## src/rtl/routing_pkg.sv

```systemverilog
// Shared definitions for the routing fabric stream blocks.
package routing_pkg;

  localparam int WORD_SIZE_DEF = 16;

  typedef logic port_id_t;

  typedef enum logic {
    IDLE,
    BUSY
  } arb_state_t;

endpackage

```

## src/rtl/stream_out_reg.sv

```systemverilog
// Registered output stage of a valid/ready stream with load-enable generation.
module stream_out_reg
  import routing_pkg::*;
#(
  parameter int WORD_SIZE = WORD_SIZE_DEF
) (
  input  logic                 clk,
  input  logic                 reset_n,
  input  logic                 load,
  input  logic [WORD_SIZE-1:0] load_data,
  input  logic                 load_last,
  input  port_id_t             load_src,
  input  logic                 out_ready,
  output logic                 load_ok,
  output logic [WORD_SIZE-1:0] out_data,
  output logic                 out_valid,
  output logic                 out_last,
  output port_id_t             out_src
);

  // Register may take a new beat when it is empty or its beat leaves this cycle.
  always_comb begin
    load_ok = !out_valid || out_ready;
  end

  // Capture a granted beat, drain on downstream accept, otherwise hold.
  always_ff @(posedge clk) begin
    if (!reset_n) begin
      out_data  <= '0;
      out_valid <= 1'b0;
      out_last  <= 1'b0;
      out_src   <= '0;
    end else if (load) begin
      out_data  <= load_data;
      out_valid <= 1'b1;
      out_last  <= load_last;
      out_src   <= load_src;
    end else if (out_ready) begin
      out_valid <= 1'b0;
    end
  end

endmodule

```

## src/rtl/stream_arb_2to1.sv

```systemverilog
// Packet-level round-robin merge of two valid/ready streams onto one registered output.
module stream_arb_2to1
  import routing_pkg::*;
#(
  parameter int WORD_SIZE = WORD_SIZE_DEF
) (
  input  logic                 clk,
  input  logic                 reset_n,
  input  logic [WORD_SIZE-1:0] in0_data,
  input  logic                 in0_valid,
  input  logic                 in0_last,
  output logic                 in0_ready,
  input  logic [WORD_SIZE-1:0] in1_data,
  input  logic                 in1_valid,
  input  logic                 in1_last,
  output logic                 in1_ready,
  output logic [WORD_SIZE-1:0] out_data,
  output logic                 out_valid,
  output logic                 out_last,
  output logic                 out_src,
  input  logic                 out_ready
);

  arb_state_t           state, state_nx;
  port_id_t             owner, owner_nx;
  port_id_t             rr_last, rr_last_nx;
  port_id_t             sel;
  logic                 grant;
  logic                 sel_valid;
  logic                 sel_last;
  logic [WORD_SIZE-1:0] sel_data;
  logic                 hs;
  logic                 load_ok;

  // Arbitration register; after reset port 1 counts as last served so port 0 wins first.
  always_ff @(posedge clk) begin
    if (!reset_n) begin
      state   <= IDLE;
      owner   <= '0;
      rr_last <= 1'b1;
    end else begin
      state   <= state_nx;
      owner   <= owner_nx;
      rr_last <= rr_last_nx;
    end
  end

  // Grant selection, ready generation and packet-boundary transitions.
  always_comb begin
    state_nx   = state;
    owner_nx   = owner;
    rr_last_nx = rr_last;
    grant      = 1'b0;
    sel        = '0;

    case (state)
      IDLE: begin
        if (in0_valid && in1_valid) begin
          grant = 1'b1;
          sel   = ~rr_last;
        end else if (in0_valid) begin
          grant = 1'b1;
          sel   = 1'b0;
        end else if (in1_valid) begin
          grant = 1'b1;
          sel   = 1'b1;
        end
      end
      BUSY: begin
        grant = 1'b1;
        sel   = owner;
      end
      default: begin
        grant = 1'b0;
      end
    endcase

    sel_valid = sel ? in1_valid : in0_valid;
    sel_last  = sel ? in1_last  : in0_last;
    sel_data  = sel ? in1_data  : in0_data;

    in0_ready = reset_n && grant && !sel && load_ok;
    in1_ready = reset_n && grant &&  sel && load_ok;
    hs        = sel_valid && (sel ? in1_ready : in0_ready);

    if (hs) begin
      if (sel_last) begin
        state_nx   = IDLE;
        rr_last_nx = sel;
      end else begin
        state_nx = BUSY;
        owner_nx = sel;
      end
    end
  end

  stream_out_reg #(
    .WORD_SIZE (WORD_SIZE)
  ) u_out_reg (
    .clk       (clk),
    .reset_n   (reset_n),
    .load      (hs),
    .load_data (sel_data),
    .load_last (sel_last),
    .load_src  (sel),
    .out_ready (out_ready),
    .load_ok   (load_ok),
    .out_data  (out_data),
    .out_valid (out_valid),
    .out_last  (out_last),
    .out_src   (out_src)
  );

endmodule
```

## config.mk

```make
export PLATFORM = sky130hd
export DESIGN_NAME = stream_arb_2to1
export DESIGN_NICKNAME = d
export VERILOG_FILES = /design/src/rtl/routing_pkg.sv /design/src/rtl/stream_out_reg.sv /design/src/rtl/stream_arb_2to1.sv
export SDC_FILE = /design/constraint.sdc
export NUM_CORES = 1
export LEC_CHECK = 0
export ABC_AREA = 0
export BUFFER_PORTS_ARGS = -buffer_cell sky130_fd_sc_hd__buf_2
export CORE_ASPECT_RATIO = 1.75
export CORE_MARGIN = 2
export CORE_UTILIZATION = 44
export DETAILED_ROUTE_END_ITERATION = 8
export HOLD_SLACK_MARGIN = 0.08
export MAX_ROUTING_LAYER = met4
export PLACE_DENSITY = 0.8
export RECOVER_POWER = 100
export SYNTH_ARGS = -nofsm -noshare
export SYNTH_HDL_FRONTEND = slang
export SYNTH_HIERARCHICAL = 1
export SYNTH_SLANG_ARGS = --single-unit
export TNS_END_PERCENT = 10
```

## constraint.sdc

```tcl
create_clock -name clk -period 2.2 [get_ports clk]
set_clock_uncertainty 0.05 [all_clocks]
set_input_delay 0.66 -clock clk [delete_from_list [all_inputs] [get_ports clk]]
set_output_delay 0.66 -clock clk [all_outputs]
set_load 0.1 [all_outputs]
```

Yosys cells after proc, flatten, opt, wreduce, memory -nomap -nowiden
Cells that the tools add are included.

storage, ports and cells
  word-level logic and storage cells = 37
  input bits = 39
  flip-flop bits (word level) = 22
  output and inout port bits = 21

operators by class
  reduce and logical (&&, ||, !) cells = 13
  multiplexer cells = 14
  bitwise operators = 3

operators by type and width
  kind                                number
  16-bit two-way mux                  1
  1-bit two-way mux                   11
  1-bit logical AND                   7
  1-bit case mux with 2 select lines  2
  2-bit AND reduction                 2
  1-bit inverter                      3
  1-bit zero test                     2
  2-bit nonzero test                  1
  1-bit logical OR                    1

Logic depth before layout (Yosys ltp)
  depth in word-level cells = 10
  gate-level depth with buffers = 9

By module
The synthesis kept the hierarchy.

modules (own cells, without submodules)
  module           area an instance (µm²)  times used  cells each
  stream_out_reg   725.7                   1           61
  stream_arb_2to1  446.7                   1           46

Worst setup path before layout
No wires, ideal clock.

  path kind = input port to output port
  start point = input in1_valid
  end point = output in0_ready
  slack = -1.005 ns
  buffers on the path = 1
  data arrival time = 2.495 ns
  stages = 5
  data required time = 1.490 ns
  path through = nor2b_4 > a22oi_4 > buf_8 > inv_1 > nor2_1

on the way
  longest elaborated chain between the ends = 7
  elaborated cells between the ends (all ways) = 12

RTL lines
  item                                    line                   text
  start: declaration                      stream_arb_2to1.sv:14  input logic in1_valid,
  1-bit two-way mux                       stream_arb_2to1.sv:64  end else if (in1_valid) begin
  1-bit two-way mux                       stream_arb_2to1.sv:61  end else if (in0_valid) begin
  1-bit two-way mux (*)                   stream_arb_2to1.sv:58  if (in0_valid && in1_valid) begin
  1-bit case mux with 2 select lines (*)  stream_arb_2to1.sv:56  case (state)
  net sel                                 stream_arb_2to1.sv:27  port_id_t sel;
  1-bit zero test (*)                     stream_arb_2to1.sv:82  in0_ready = reset_n && grant && !sel && load_ok;
  1-bit logical AND (*) (2 in series)     stream_arb_2to1.sv:82
  end: declaration                        stream_arb_2to1.sv:12  output logic in0_ready,

The timed path passes the listed nets; every way through them passes the cells marked *.

Worst setup path after layout
  start point = input in1_valid
  end point = output in1_ready

on the way
  longest elaborated chain between the ends = 7
  elaborated cells between the ends (all ways) = 11

RTL lines
  item                                 line                   text
  1-bit two-way mux                    stream_arb_2to1.sv:64
  1-bit two-way mux                    stream_arb_2to1.sv:61
  1-bit two-way mux                    stream_arb_2to1.sv:58
  1-bit case mux with 2 select lines   stream_arb_2to1.sv:56
  1-bit logical AND                    stream_arb_2to1.sv:83  in1_ready = reset_n && grant && sel && load_ok;
  1-bit logical AND (*) (2 in series)  stream_arb_2to1.sv:83
  end: declaration                     stream_arb_2to1.sv:16  output logic in1_ready,

Every way passes the cells marked *; elsewhere a longest branch is shown, timed or not.

==> impl_metrics.csv <==
group,metric,value,unit
clocking,cts_tree,"yes",
synthesis,synth_flop_cell,"dfxtp_1",
status,outcome,"complete, no violations",
detailed_routing,drc_errors,0,
clocking,clock_path_buffers,2,
placement,place_inst,198,
pwr,p_switching,0.427,mW
critical_path,endpoint_kind,"output port",
critical_path,crit_type,"input port to output port",
clocking,clk_latency,0.25,ns
cells_and_area,syn_to_final_growth,43.4,%
sta,relSlewSlack,63.3,%
detailed_routing,dr_total_vias,1052,
cells_and_area,fin_util,66.7,%
critical_path,worst_ep_arrival_time,1.45,ns
critical_path,path_cells,"buf_8 > nor2b_4 > a22oi_4 > buf_4 > nor2_4 > buf_12",
global_route,grtUsageMet1,21.0,%
min_path,min_to,"u_out_reg/out_data[15]",
synthesis,synthMuxAreaShare,32.6,%
cells_and_area,fin_cells,205,
critical_path,worstSetupStartpointType,"input port",
global_route,grtUsageTotal,20.0,%
pwr,sw_frac_of_total,37.6,%
synthesis,ys_warn_count,6,
synthesis,avgSynthCellArea,11.0,sq um
global_route,grt_pass1_vias,1066,
clocking,numCtsBuffers,3,
min_path,min-delay-start,"u_out_reg/out_data[15]",
synthesis,async_flop_share,0,%
floorplanning,rows,24,
synthesis,synth_compound_area_share,8.00,%
clocking,cts_root_buf,"clkbuf_8",
critical_path,critical_path_depth,6,
detailed_routing,viasPerCell,5.13,
synthesis,synthTopCellsByArea,"dfxtp_1 38%, mux2_2 16%, mux2i_1 16%",
sta,min_period,2.16,ns
global_route,top_usage_layer,"met2",
global_route,grt_pass1_wl,4.59,mm
critical_path,slowest_delay,0.21,ns
global_route,overflow,0,
sta,rsz0062_at_grt,"no",
clocking,clkTransAtPathRegs,0.07,ns
pwr,seq_power_share,39.2,%
synthesis,synthDistinctLibCells,25,
cells_and_area,antenna_cells,0,
cells_and_area,drive_above_1_share,57.5,%
synthesis,synth_edf_count,0,
detailed_routing,ant_nets,0,
placement,hpwl,2.10,mm
pwr,peakVddDrop,0.507,mV
floorplanning,core-area,2520,sq um
global_route,grt_max_degree,25,
critical_path,reg2reg_slack,0.10,ns
pwr,intPower,0.708,mW
synthesis,synth-xor-area-share,0,%
pwr,clock_power_share,20.8,%
critical_path,slowest_stage,"a22oi_4",
placement,gp_congestion,0.944,
synthesis,synth_seq_cells,22,
global_route,antenna_found_initial,0,
global_route,grt_util_met3,1.49,%
floorplanning,die_h,72.3,microns
clocking,cts.sink_count,22,
sta,period_share,98.2,%
min_path,min_path_type,"flop to flop",
floorplanning,pin_count,60,
sta,setup_viol_count_final,0,
clocking,cts_max_level,1,
critical_path,reg2reg_to,"u_out_reg/out_data[0]",
sta,tightestPinTransition,0.553,ns
global_route,met2_usage,37.4,%
synthesis,netlist.area_leader.share,37.6,%
detailed_routing,wl_per_cell,13.6,microns
sta,hold_viol,0,
sta,drv_slew,0,
synthesis,synth_area,1170,sq um
detailed_routing,firstDrtPassIters,4,
pwr,power_density,675,nW/um^2
floorplanning,dieWidth,43.0,microns
min_path,whs_path_depth,2,
detailed_routing,drt_iter0_markers,12,
cells_and_area,n_fill_cell,222,
synthesis,synth_seq_area_share,37.6,%
critical_path,cpLargestDelayFamily,"buffers and inverters",
critical_path,cp.buffers_inverters,3,
critical_path,r2r_start,"state",
cells_and_area,final_nets,220,
pwr,comb_power_share,40.0,%
critical_path,rr_worst_depth,9,
synthesis,synth_nets,146,
synthesis,synthSimpleGateAreaFrac,15.5,%
critical_path,crit_required,1.49,ns
critical_path,critPathMaxFanout,3,
sta,setup_tns,0,ns
placement,io_buffers,59,
floorplanning,start_util,46.5,%
flow_run,maxCapViolCount,0,
synthesis,synth_top_family_by_area,"multiplexers",
pwr,power.leakage,0.784,nW
synthesis,syn_inst,107,
floorplanning,die-area,3110,sq um
detailed_routing,wl,2.78,mm
sta,fmax,463,MHz
synthesis,synth_area_leader_cell,"dfxtp_1",
synthesis,synthAdderAreaFrac,0,%
-- stage by stage --
stage	setup WS (ns)	power, mW	hold slack (ns)	cell area, sq um
floorplan	-0.188	0.787	0.468	1190
global placement	-0.0137	0.882	0.442	1580
detailed placement	-0.0845	0.894	0.454	1580
CTS	-0.000332	1.14	0.471	1660
global route	0.00456	1.19	0.487	1680
finish	0.0387	1.14	0.471	1680
-- flip-flops by register name (all words and copies together) (netlist names) --
register and cells:
owner 1, u_out_reg/out_valid 1, rr_last 1, state 1
u_out_reg/out_last 1, u_out_reg/out_data 16, u_out_reg/out_src 1
-- cell usage after synthesis, types with 2 or more instances --
master   number
mux2i_1      19
nor2_1        4
nand2_1       4
dfxtp_1      22
nand4_1       2
inv_1         3
mux2_2       17
nor2b_1      19
-- power by group through the flow --
stage | combinational [mW] | sequential (mW) | clock [mW]
final | 0.454 | 0.445 | 0.236
after global routing | 0.479 | 0.448 | 0.263
after CTS | 0.451 | 0.443 | 0.244
after detailed placement | 0.443 | 0.451 | 0
after global placement | 0.433 | 0.449 | 0
after floorplan | 0.172 | 0.616 | 0
-- placed cells by master (no fill, tap or decap), drive strengths merged, types with 2 or more instances in the layout --
cell | synthesis | final
dfxtp | 22 | 22
nor2 | 4 | 4
mux2 | 17 | 17
buf | 3 | 54
nand4 | 2 | 2
inv | 3 | 3
clkbuf | 2 | 23
mux2i | 19 | 19
nor2b | 20 | 20
nand2 | 4 | 4
-- metal layers --
layer	part of all wire (%)	up-vias	wire [microns]
li1	-	520	-
met1	38	484	1060
met2	55	44	1520
met3	5.8	4	160
met4	1.1	0	31
met5	0	-	0
-- how the worst max path moves through the flow --
stage / startpoint / to / slack, ns
after floorplan: in1_valid / in0_ready / -0.19
after global placement: in1_valid / in0_ready / -0.01
after detailed placement: in1_valid / u_out_reg/out_data[0] / -0.08
after CTS: in1_valid / in0_ready / -0.0003
after global routing: state / in0_ready / 0.005
final: in1_valid / in1_ready / 0.04
-- worst reg2reg max path, cell delays in order, from the launching register on --
cell	delay (ns)
dfxtp_1	0.54
nor2b_4	0.09
a22oi_4	0.21
buf_4	0.17
clkbuf_4	0.13
mux2i_1	0.07
nor2_1	0.24
buf_4	0.22
mux2i_1	0.23
nor2b_1	0.06
-- layout make-up --
type                            count  area [sq um]  share of cell area [%]
Sequential cell                    22           442                    26.3
Clock buffer                        3          41.3                    2.46
Multi-Input combinational cell     77           689                    41.0
Tap cell                           26          32.5                    1.93
Inverter                            3          13.8                   0.818
Timing Repair Buffer               74           463                    27.5
-- what timing repair did --
action | in CTS | in global routing
endpoints found under the hold margin | 0 | 0
buffers inserted | 3 | 1
resized for setup | 3 | 4
endpoints found under the setup margin | 2 | 2
gates cloned | 0 | 0
hold buffers | 0 | 0
pin swaps | 2 | 2
-- cell families after synthesis --
group | Yosys count
buf+inv | 8
mux | 36
simple gates | 31
compound gates | 10
flops | 22
No activity file was read; power rests on OpenSTA's default activity.
